## src/rtl/seq_conv_encoder_punct_if.sv

```systemverilog
// Bit-in / coded-symbol-out bus of seq_conv_encoder_punct.
// master = bit source and symbol sink, slave = encoder.
interface seq_conv_encoder_punct_if #(
  parameter int FRAME_W = 16
);
  logic [1:0]         i_code_rate;
  logic               i_diff_en;
  logic [FRAME_W-1:0] i_frame_len;
  logic               i_vld;
  logic               i_data;
  logic               o_rdy;
  logic               o_vld;
  logic               o_sys;
  logic               o_par;
  logic               o_par_keep;
  logic               o_sof;
  logic               o_eof;

  modport master (
    output i_code_rate, i_diff_en, i_frame_len, i_vld, i_data,
    input  o_rdy, o_vld, o_sys, o_par, o_par_keep, o_sof, o_eof
  );

  modport slave (
    input  i_code_rate, i_diff_en, i_frame_len, i_vld, i_data,
    output o_rdy, o_vld, o_sys, o_par, o_par_keep, o_sof, o_eof
  );
endinterface

```

## src/rtl/seq_conv_encoder_punct.sv

```systemverilog
// Frame-based systematic convolutional encoder with zero-tail termination and puncturing.
// Latency: clog2(K)+2 cycles from the accept (or tail-inject) edge to o_vld.
// Backpressure: none from downstream; o_rdy drops only for the K-1 cycle tail.
module seq_conv_encoder_punct #(
  parameter int           K       = 89,
  parameter logic [K-1:0] POLY    = 89'hD354E3267,
  parameter int           FRAME_W = 16
) (
  input logic                     clk,
  input logic                     reset_n,
  seq_conv_encoder_punct_if.slave bus
);

  localparam int D = $clog2(K);
  localparam int W = 1 << D;

  typedef enum logic [1:0] {IDLE, DATA, TAIL} state_t;

  typedef struct packed {
    logic vld;
    logic sys;
    logic sof;
    logic eof;
    logic keep;
  } side_t;

  function automatic logic [2:0] last_phase(input logic [1:0] rate);
    case (rate)
      2'd0:    return 3'd0;
      2'd1:    return 3'd1;
      2'd2:    return 3'd2;
      default: return 3'd6;
    endcase
  endfunction

  state_t             state;
  logic               rdy_q;
  logic [FRAME_W-1:0] cnt;
  logic [FRAME_W-1:0] len_q;
  logic [1:0]         rate_q;
  logic               diff_q;
  logic               prev_d;
  logic [2:0]         pcnt;
  logic [D-1:0]       tail_cnt;

  logic in_vld, in_d, in_sof, in_eof, in_keep;

  logic               accept, start, in_tail, tail_last, sym;
  logic               d_now, keep_now, phase_wrap;
  logic [1:0]         rate_use;
  logic [2:0]         phase;
  logic               prev_use, diff_use;
  logic [FRAME_W-1:0] len_eff;

  logic [K-2:0]   sr;
  logic [K-1:0]   v;
  logic [2*W-2:0] tree;
  side_t          side [0:D];

  assign accept    = bus.i_vld & rdy_q;
  assign bus.o_rdy = rdy_q;

  always_comb begin
    start      = accept && (state == IDLE);
    len_eff    = (bus.i_frame_len == '0) ? FRAME_W'(1) : bus.i_frame_len;
    rate_use   = start ? bus.i_code_rate : rate_q;
    phase      = start ? 3'd0 : pcnt;
    prev_use   = start ? 1'b0 : prev_d;
    diff_use   = start ? bus.i_diff_en : diff_q;
    in_tail    = (state == TAIL);
    tail_last  = in_tail && (tail_cnt == D'(K-2));
    sym        = accept || in_tail;
    // tail bits bypass the pre-coder so the register flushes with raw zeros
    d_now      = in_tail ? 1'b0 : (bus.i_data ^ (diff_use & prev_use));
    phase_wrap = (phase == last_phase(rate_use));
    keep_now   = phase_wrap || tail_last;
  end

  always_ff @(posedge clk) begin
    if (!reset_n) begin
      state    <= IDLE;
      rdy_q    <= 1'b0;
      cnt      <= '0;
      len_q    <= '0;
      rate_q   <= '0;
      diff_q   <= 1'b0;
      prev_d   <= 1'b0;
      pcnt     <= '0;
      tail_cnt <= '0;
      in_vld   <= 1'b0;
      in_d     <= 1'b0;
      in_sof   <= 1'b0;
      in_eof   <= 1'b0;
      in_keep  <= 1'b0;
    end else begin
      in_vld  <= sym;
      in_d    <= d_now;
      in_sof  <= start;
      in_eof  <= tail_last;
      in_keep <= keep_now;
      if (sym) pcnt <= phase_wrap ? 3'd0 : phase + 3'd1;
      if (accept) prev_d <= d_now;
      case (state)
        IDLE: begin
          rdy_q <= 1'b1;
          if (start) begin
            rate_q   <= bus.i_code_rate;
            diff_q   <= bus.i_diff_en;
            len_q    <= len_eff;
            cnt      <= FRAME_W'(1);
            tail_cnt <= '0;
            if (len_eff == FRAME_W'(1)) begin
              state <= TAIL;
              rdy_q <= 1'b0;
            end else begin
              state <= DATA;
            end
          end
        end
        DATA: begin
          if (accept) begin
            cnt <= cnt + 1'b1;
            if ((cnt + 1'b1) == len_q) begin
              state <= TAIL;
              rdy_q <= 1'b0;
            end
          end
        end
        TAIL: begin
          tail_cnt <= tail_cnt + 1'b1;
          if (tail_last) begin
            state <= IDLE;
            rdy_q <= 1'b1;
          end
        end
        default: state <= IDLE;
      endcase
    end
  end

  // frame start restarts the shift register from all-zero history
  always_comb begin
    v = {(in_sof ? {(K-1){1'b0}} : sr), in_d};
  end

  // tree holds all levels back to back: level l has W>>l bits
  always_ff @(posedge clk) begin
    if (!reset_n) begin
      sr   <= '0;
      tree <= '0;
      for (int i = 0; i <= D; i++) side[i] <= '0;
      bus.o_vld      <= 1'b0;
      bus.o_sys      <= 1'b0;
      bus.o_par      <= 1'b0;
      bus.o_par_keep <= 1'b0;
      bus.o_sof      <= 1'b0;
      bus.o_eof      <= 1'b0;
    end else begin
      if (in_vld) sr <= v[K-2:0];
      tree[W-1:0] <= W'(v & POLY);
      for (int l = 1; l <= D; l++) begin
        for (int j = 0; j < (W >> l); j++) begin
          tree[2*W - 2*(W >> l) + j] <= tree[2*W - 2*(W >> (l-1)) + 2*j]
                                      ^ tree[2*W - 2*(W >> (l-1)) + 2*j + 1];
        end
      end
      side[0] <= {in_vld, in_d, in_sof, in_eof, in_keep};
      for (int i = 1; i <= D; i++) side[i] <= side[i-1];
      bus.o_vld      <= side[D].vld;
      bus.o_sys      <= side[D].vld & side[D].sys;
      bus.o_par      <= side[D].vld & tree[2*W-2];
      bus.o_par_keep <= side[D].vld & side[D].keep;
      bus.o_sof      <= side[D].vld & side[D].sof;
      bus.o_eof      <= side[D].vld & side[D].eof;
    end
  end

endmodule

```

## src/flat_wrapper.sv

```systemverilog
// flat-port wrapper written by rule: the top's interface ports become plain ports
module seq_conv_encoder_punct_flat 
#(
  parameter int           K       = 89,
  parameter logic [K-1:0] POLY    = 89'hD354E3267,
  parameter int           FRAME_W = 16
)
  (clk, reset_n, bus_i_code_rate, bus_i_diff_en, bus_i_frame_len, bus_i_vld, bus_i_data, bus_o_rdy, bus_o_vld, bus_o_sys, bus_o_par, bus_o_par_keep, bus_o_sof, bus_o_eof);
  seq_conv_encoder_punct_if #(.FRAME_W(FRAME_W)) bus_i ();
  input logic clk;
  input logic reset_n;
  input wire logic [$bits(bus_i.i_code_rate)-1:0] bus_i_code_rate;
  input wire logic [$bits(bus_i.i_diff_en)-1:0] bus_i_diff_en;
  input wire logic [$bits(bus_i.i_frame_len)-1:0] bus_i_frame_len;
  input wire logic [$bits(bus_i.i_vld)-1:0] bus_i_vld;
  input wire logic [$bits(bus_i.i_data)-1:0] bus_i_data;
  output wire logic [$bits(bus_i.o_rdy)-1:0] bus_o_rdy;
  output wire logic [$bits(bus_i.o_vld)-1:0] bus_o_vld;
  output wire logic [$bits(bus_i.o_sys)-1:0] bus_o_sys;
  output wire logic [$bits(bus_i.o_par)-1:0] bus_o_par;
  output wire logic [$bits(bus_i.o_par_keep)-1:0] bus_o_par_keep;
  output wire logic [$bits(bus_i.o_sof)-1:0] bus_o_sof;
  output wire logic [$bits(bus_i.o_eof)-1:0] bus_o_eof;
  assign bus_i.i_code_rate = bus_i_code_rate;
  assign bus_i.i_diff_en = bus_i_diff_en;
  assign bus_i.i_frame_len = bus_i_frame_len;
  assign bus_i.i_vld = bus_i_vld;
  assign bus_i.i_data = bus_i_data;
  assign bus_o_rdy = bus_i.o_rdy;
  assign bus_o_vld = bus_i.o_vld;
  assign bus_o_sys = bus_i.o_sys;
  assign bus_o_par = bus_i.o_par;
  assign bus_o_par_keep = bus_i.o_par_keep;
  assign bus_o_sof = bus_i.o_sof;
  assign bus_o_eof = bus_i.o_eof;
  seq_conv_encoder_punct #(.K(K), .POLY(POLY), .FRAME_W(FRAME_W)) u_core (.clk(clk), .reset_n(reset_n), .bus(bus_i));
endmodule
```

## config.mk

```make
export PLATFORM = sky130hd
export DESIGN_NAME = seq_conv_encoder_punct_flat
export DESIGN_NICKNAME = d
export VERILOG_FILES = /design/src/rtl/seq_conv_encoder_punct_if.sv /design/src/rtl/seq_conv_encoder_punct.sv /design/src/flat_wrapper.sv
export SDC_FILE = /design/constraint.sdc
export NUM_CORES = 1
export LEC_CHECK = 0
export BUFFER_PORTS_ARGS = -buffer_cell sky130_fd_sc_hd__buf_2
export CAP_MARGIN = 10
export CORE_MARGIN = 4
export CORE_UTILIZATION = 55
export DETAILED_ROUTE_END_ITERATION = 8
export PLACE_DENSITY = 0.75
export SKIP_LAST_GASP = 1
export SLEW_MARGIN = 10
export SYNTH_ARGS = -nofsm -noshare
export SYNTH_HDL_FRONTEND = slang
export SYNTH_SLANG_ARGS = --single-unit
export TNS_END_PERCENT = 5
```

## constraint.sdc

```tcl
create_clock -name clk -period 2.37 [get_ports clk]
set_input_delay 0.474 -clock clk [delete_from_list [all_inputs] [get_ports clk]]
set_output_delay 0.474 -clock clk [all_outputs]
set_load 0.03 [all_outputs]
```

==> impl_metrics.tcl <==
set metrics [dict create \
    power_density_mw_per_mm2 904 \
    antenna_cells 0 \
    viasPerCell 5.31 \
    slew_violations 0 \
    ys_types 54 \
    critPathRequiredTime_ns 2.69 \
    ant_nets 0 \
    fin_crit_sh_pct 95.4 \
    tritoncts "built" \
    dr.pass1.iters 5 \
    synth-async-reset-ratio_pct 0 \
    grt_pass1_wl_microns 21900 \
    antenna_found_initial 0 \
    fp.dieW_microns 122 \
    grt_max_degree 71 \
    cts_buffer_depth 2 \
    end_kind "flip-flop" \
    outcome "complete, no violations" \
    cp_num_cells 7 \
    cp_slowest_stage_delay_ns 0.52 \
    cp_slowest_cell "dfxtp_1" \
    synthTopCellsByArea "dfxtp_1, and2_1, a21oi_1" \
    rsz0062_at_grt "true" \
    arrival_ns 2.58 \
    cts_sinks 188 \
    via_count 5140 \
    grtUsageTotal_pct 18.5 \
    rr_endpoint "u_core.state[1]$_SDFFE_PN0P_" \
    hold_class "input pin to flip-flop" \
    cts_hold_buffers 0 \
    gp_routability_congestion 0.864 \
    crit_family "simple AND/OR/NAND/NOR gates" \
    start_util_pct 56.2 \
    port_buffers 29 \
    drt_iter0_drc 343 \
    setup_viol 0 \
    synth.top_cell.area_share_pct 52.9 \
    place_hpwl_microns 8310 \
    critPathKind "flip-flop to flip-flop" \
    final_common_cell "dfxtp_1" \
    cts_made_buffers 17 \
    ioPinCount 30 \
    min_from "bus_i_frame_len[9]" \
    post-cts-setup-buffer-count 0 \
    critPathLaunchType "flip-flop" \
    synth_fp_nets 792 \
    drt-total-wl_microns 12900 \
    yosysSeqAreaShare_pct 52.9 \
    grt_pass1_vias 4868 \
    ys_ff_latch 188 \
    hold_path_end "u_core.len_q[9]$_SDFFE_PN0P_" \
    h-tree-depth 4 \
    period_minus_slack_ns 2.26 \
    drive_gt1_share_pct 11.6 \
    r2r_slack_ns 0.11 \
    final-hold-violation-count 0 \
    ys_warn_count 0 \
    syn_inst 762 \
    dieHeight_microns 122 \
    finalNetCount 813 \
    final_cell_mix "dfxtp_1, and2_1, nand2_1" \
    root_buffer "clkbuf_16" \
    worst_slew_pin_slew_ns 0.623 \
    drc_errors 0 \
    path_max_fanout 10 \
    ys.flop_type "dfxtp_1" \
    setup_tns_ns 0 \
    grt_overflow_total 0 \
    synth_edf_count 0 \
    final_util_pct 63.8 \
    dieArea_sq_mm 0.0148 \
    r2r_cells 7 \
    stdcell_area_sq_mm 0.00809 \
    synth_largest_area_cell "dfxtp_1" \
    area_growth_pct 13.6 \
    worstPathBufferInverterCount 0 \
    wl_per_cell_microns 13.4 \
    synth_area_per_cell_sq_um 9.34 \
    leakage_nw 3.05 \
    clock.fmax_ghz 0.442 \
    synth_area_sq_mm 0.00712 \
    hold_depth 3 \
    core_area_sq_mm 0.0127 \
    post_dp_cell_area_sq_mm 0.00745 \
    ir_drop_v 0.000661 \
    finalPower_mw 7.31 \
    cap_violations 0 \
    path_clk_slew_ns 0.07 \
    max-slew-margin-rel_pct 58.5 \
    skew_ns 0.00539 \
    reg2reg_from "u_core.cnt[2]$_SDFFE_PN0P_" \
    rows 41 \
    cp_cell_sequence "and4_2, a21oi_1, nor4b_1, nand4_1, nor3_2, nand2_1, a311oi_1" \
    clock_latency_ns 0.42 \
]
[where the power goes]
part	switching (mW)	internal, mW
combinational	0.652	0.424
clock	1.25	1.60
sequential	0.0985	3.28
total	2.00	5.31
[kinds of logic (layout without fill, tap and decap cells)]
family	Yosys count	after routing	share of synthesized area, %
simple gates	331	331	25.7
flops	188	188	52.9
compound gates	131	131	11.0
buf+inv	55	89	2.97
xor+xnor	46	46	5.66
fa+ha+maj	7	7	1.23
mux	4	4	0.580
[layer usage]
layer  GRT usage [%]  wire length (microns)
met5               0                      0
met4            8.12                    194
met2            30.5                   6360
met3            4.60                    540
met1            22.9                   5840
[worst max path at each step]
stage / endpoint / start / slack (ns)
2_1_floorplan: u_core.bus.o_rdy$_SDFFE_PN0P_ / u_core.cnt[0]$_SDFFE_PN0P_ / 0.16
3_3_place_gp: u_core.bus.o_rdy$_SDFFE_PN0P_ / u_core.cnt[1]$_SDFFE_PN0P_ / 0.11
3_5_place_dp: u_core.state[1]$_SDFFE_PN0P_ / u_core.cnt[1]$_SDFFE_PN0P_ / -0.05
4_1_cts: u_core.state[1]$_SDFFE_PN0P_ / u_core.cnt[1]$_SDFFE_PN0P_ / 0.05
5_1_grt: u_core.state[1]$_SDFFE_PN0P_ / u_core.cnt[2]$_SDFFE_PN0P_ / -0.03
6_report: u_core.state[1]$_SDFFE_PN0P_ / u_core.cnt[2]$_SDFFE_PN0P_ / 0.11
[cells in the mapped netlist (3+ instances only)]
cell type    n
inv_1        9
a21oi_1     67
nand2b_1    33
buf_2        4
dfxtp_1    188
clkbuf_1    40
a21o_1       3
and3_1       8
a311oi_1     3
xnor2_1     32
a31oi_1      3
o211a_1      3
nor2b_1      6
nor3_1      13
a21boi_0     8
and2_1      83
nand4_1      7
ha_1         7
nor2_1      48
nand2_1     70
o21ai_0     24
nand3b_1    33
xor2_1      14
o311ai_0     3
nor4_1       5
mux2i_1      3
nand3_1     11
[worst reg2reg max path: cells and delay by family (launching register included)]
kind,cells,cell delay (ns)
and+or+nand+nor,5,1.23
DFF,1,0.52
AOI/OAI and AO/OA,2,0.41
[through the flow]
step	setup WS [ns]	hold slack (ns)	std cells
3_3_place_gp	0.114	0.413	936
2_1_floorplan	0.155	0.412	762
5_1_grt	-0.0350	0.288	968
4_1_cts	0.0454	0.279	968
6_report	0.110	0.302	968
3_5_place_dp	-0.0533	0.418	936
[timing repair]
item                                    in CTS  in global routing
pin swaps                                    1                  0
endpoints found under the setup margin       2                  5
gates resized for setup                      1                  5
[state kept, by name, summed over array words and instances, names as in the netlist]
| name | count |
|---|---|
| u_core.rate_q | 2 |
| u_core.sr | 35 |
| u_core.bus.o_sof | 1 |
| u_core.bus.o_vld | 1 |
| u_core.bus.o_par_keep | 1 |
| u_core.state | 2 |
| u_core.in_keep | 1 |
| u_core.in_sof | 1 |
| u_core.in_d | 1 |
| u_core.tree | 54 |
| u_core.diff_q | 1 |
| u_core.side | 39 |
| u_core.in_vld | 1 |
| u_core.len_q | 16 |
| u_core.tail_cnt | 7 |
| u_core.bus.o_sys | 1 |
| u_core.bus.o_par | 1 |
| u_core.prev_d | 1 |
| u_core.cnt | 16 |
| u_core.bus.o_rdy | 1 |
| u_core.in_eof | 1 |
| u_core.pcnt | 3 |
| u_core.bus.o_eof | 1 |
[layout make-up]
cell class | count | area, sq um
Fill cell | 1022 | 4590
Sequential cell | 188 | 3760
Multi-Input combinational cell | 519 | 3170
Clock buffer | 18 | 429
Timing Repair Buffer | 47 | 293
Tap cell | 172 | 215
Clock inverter | 14 | 173
Inverter | 10 | 37.5
Note: power is estimated with default switching activity, not from simulation.
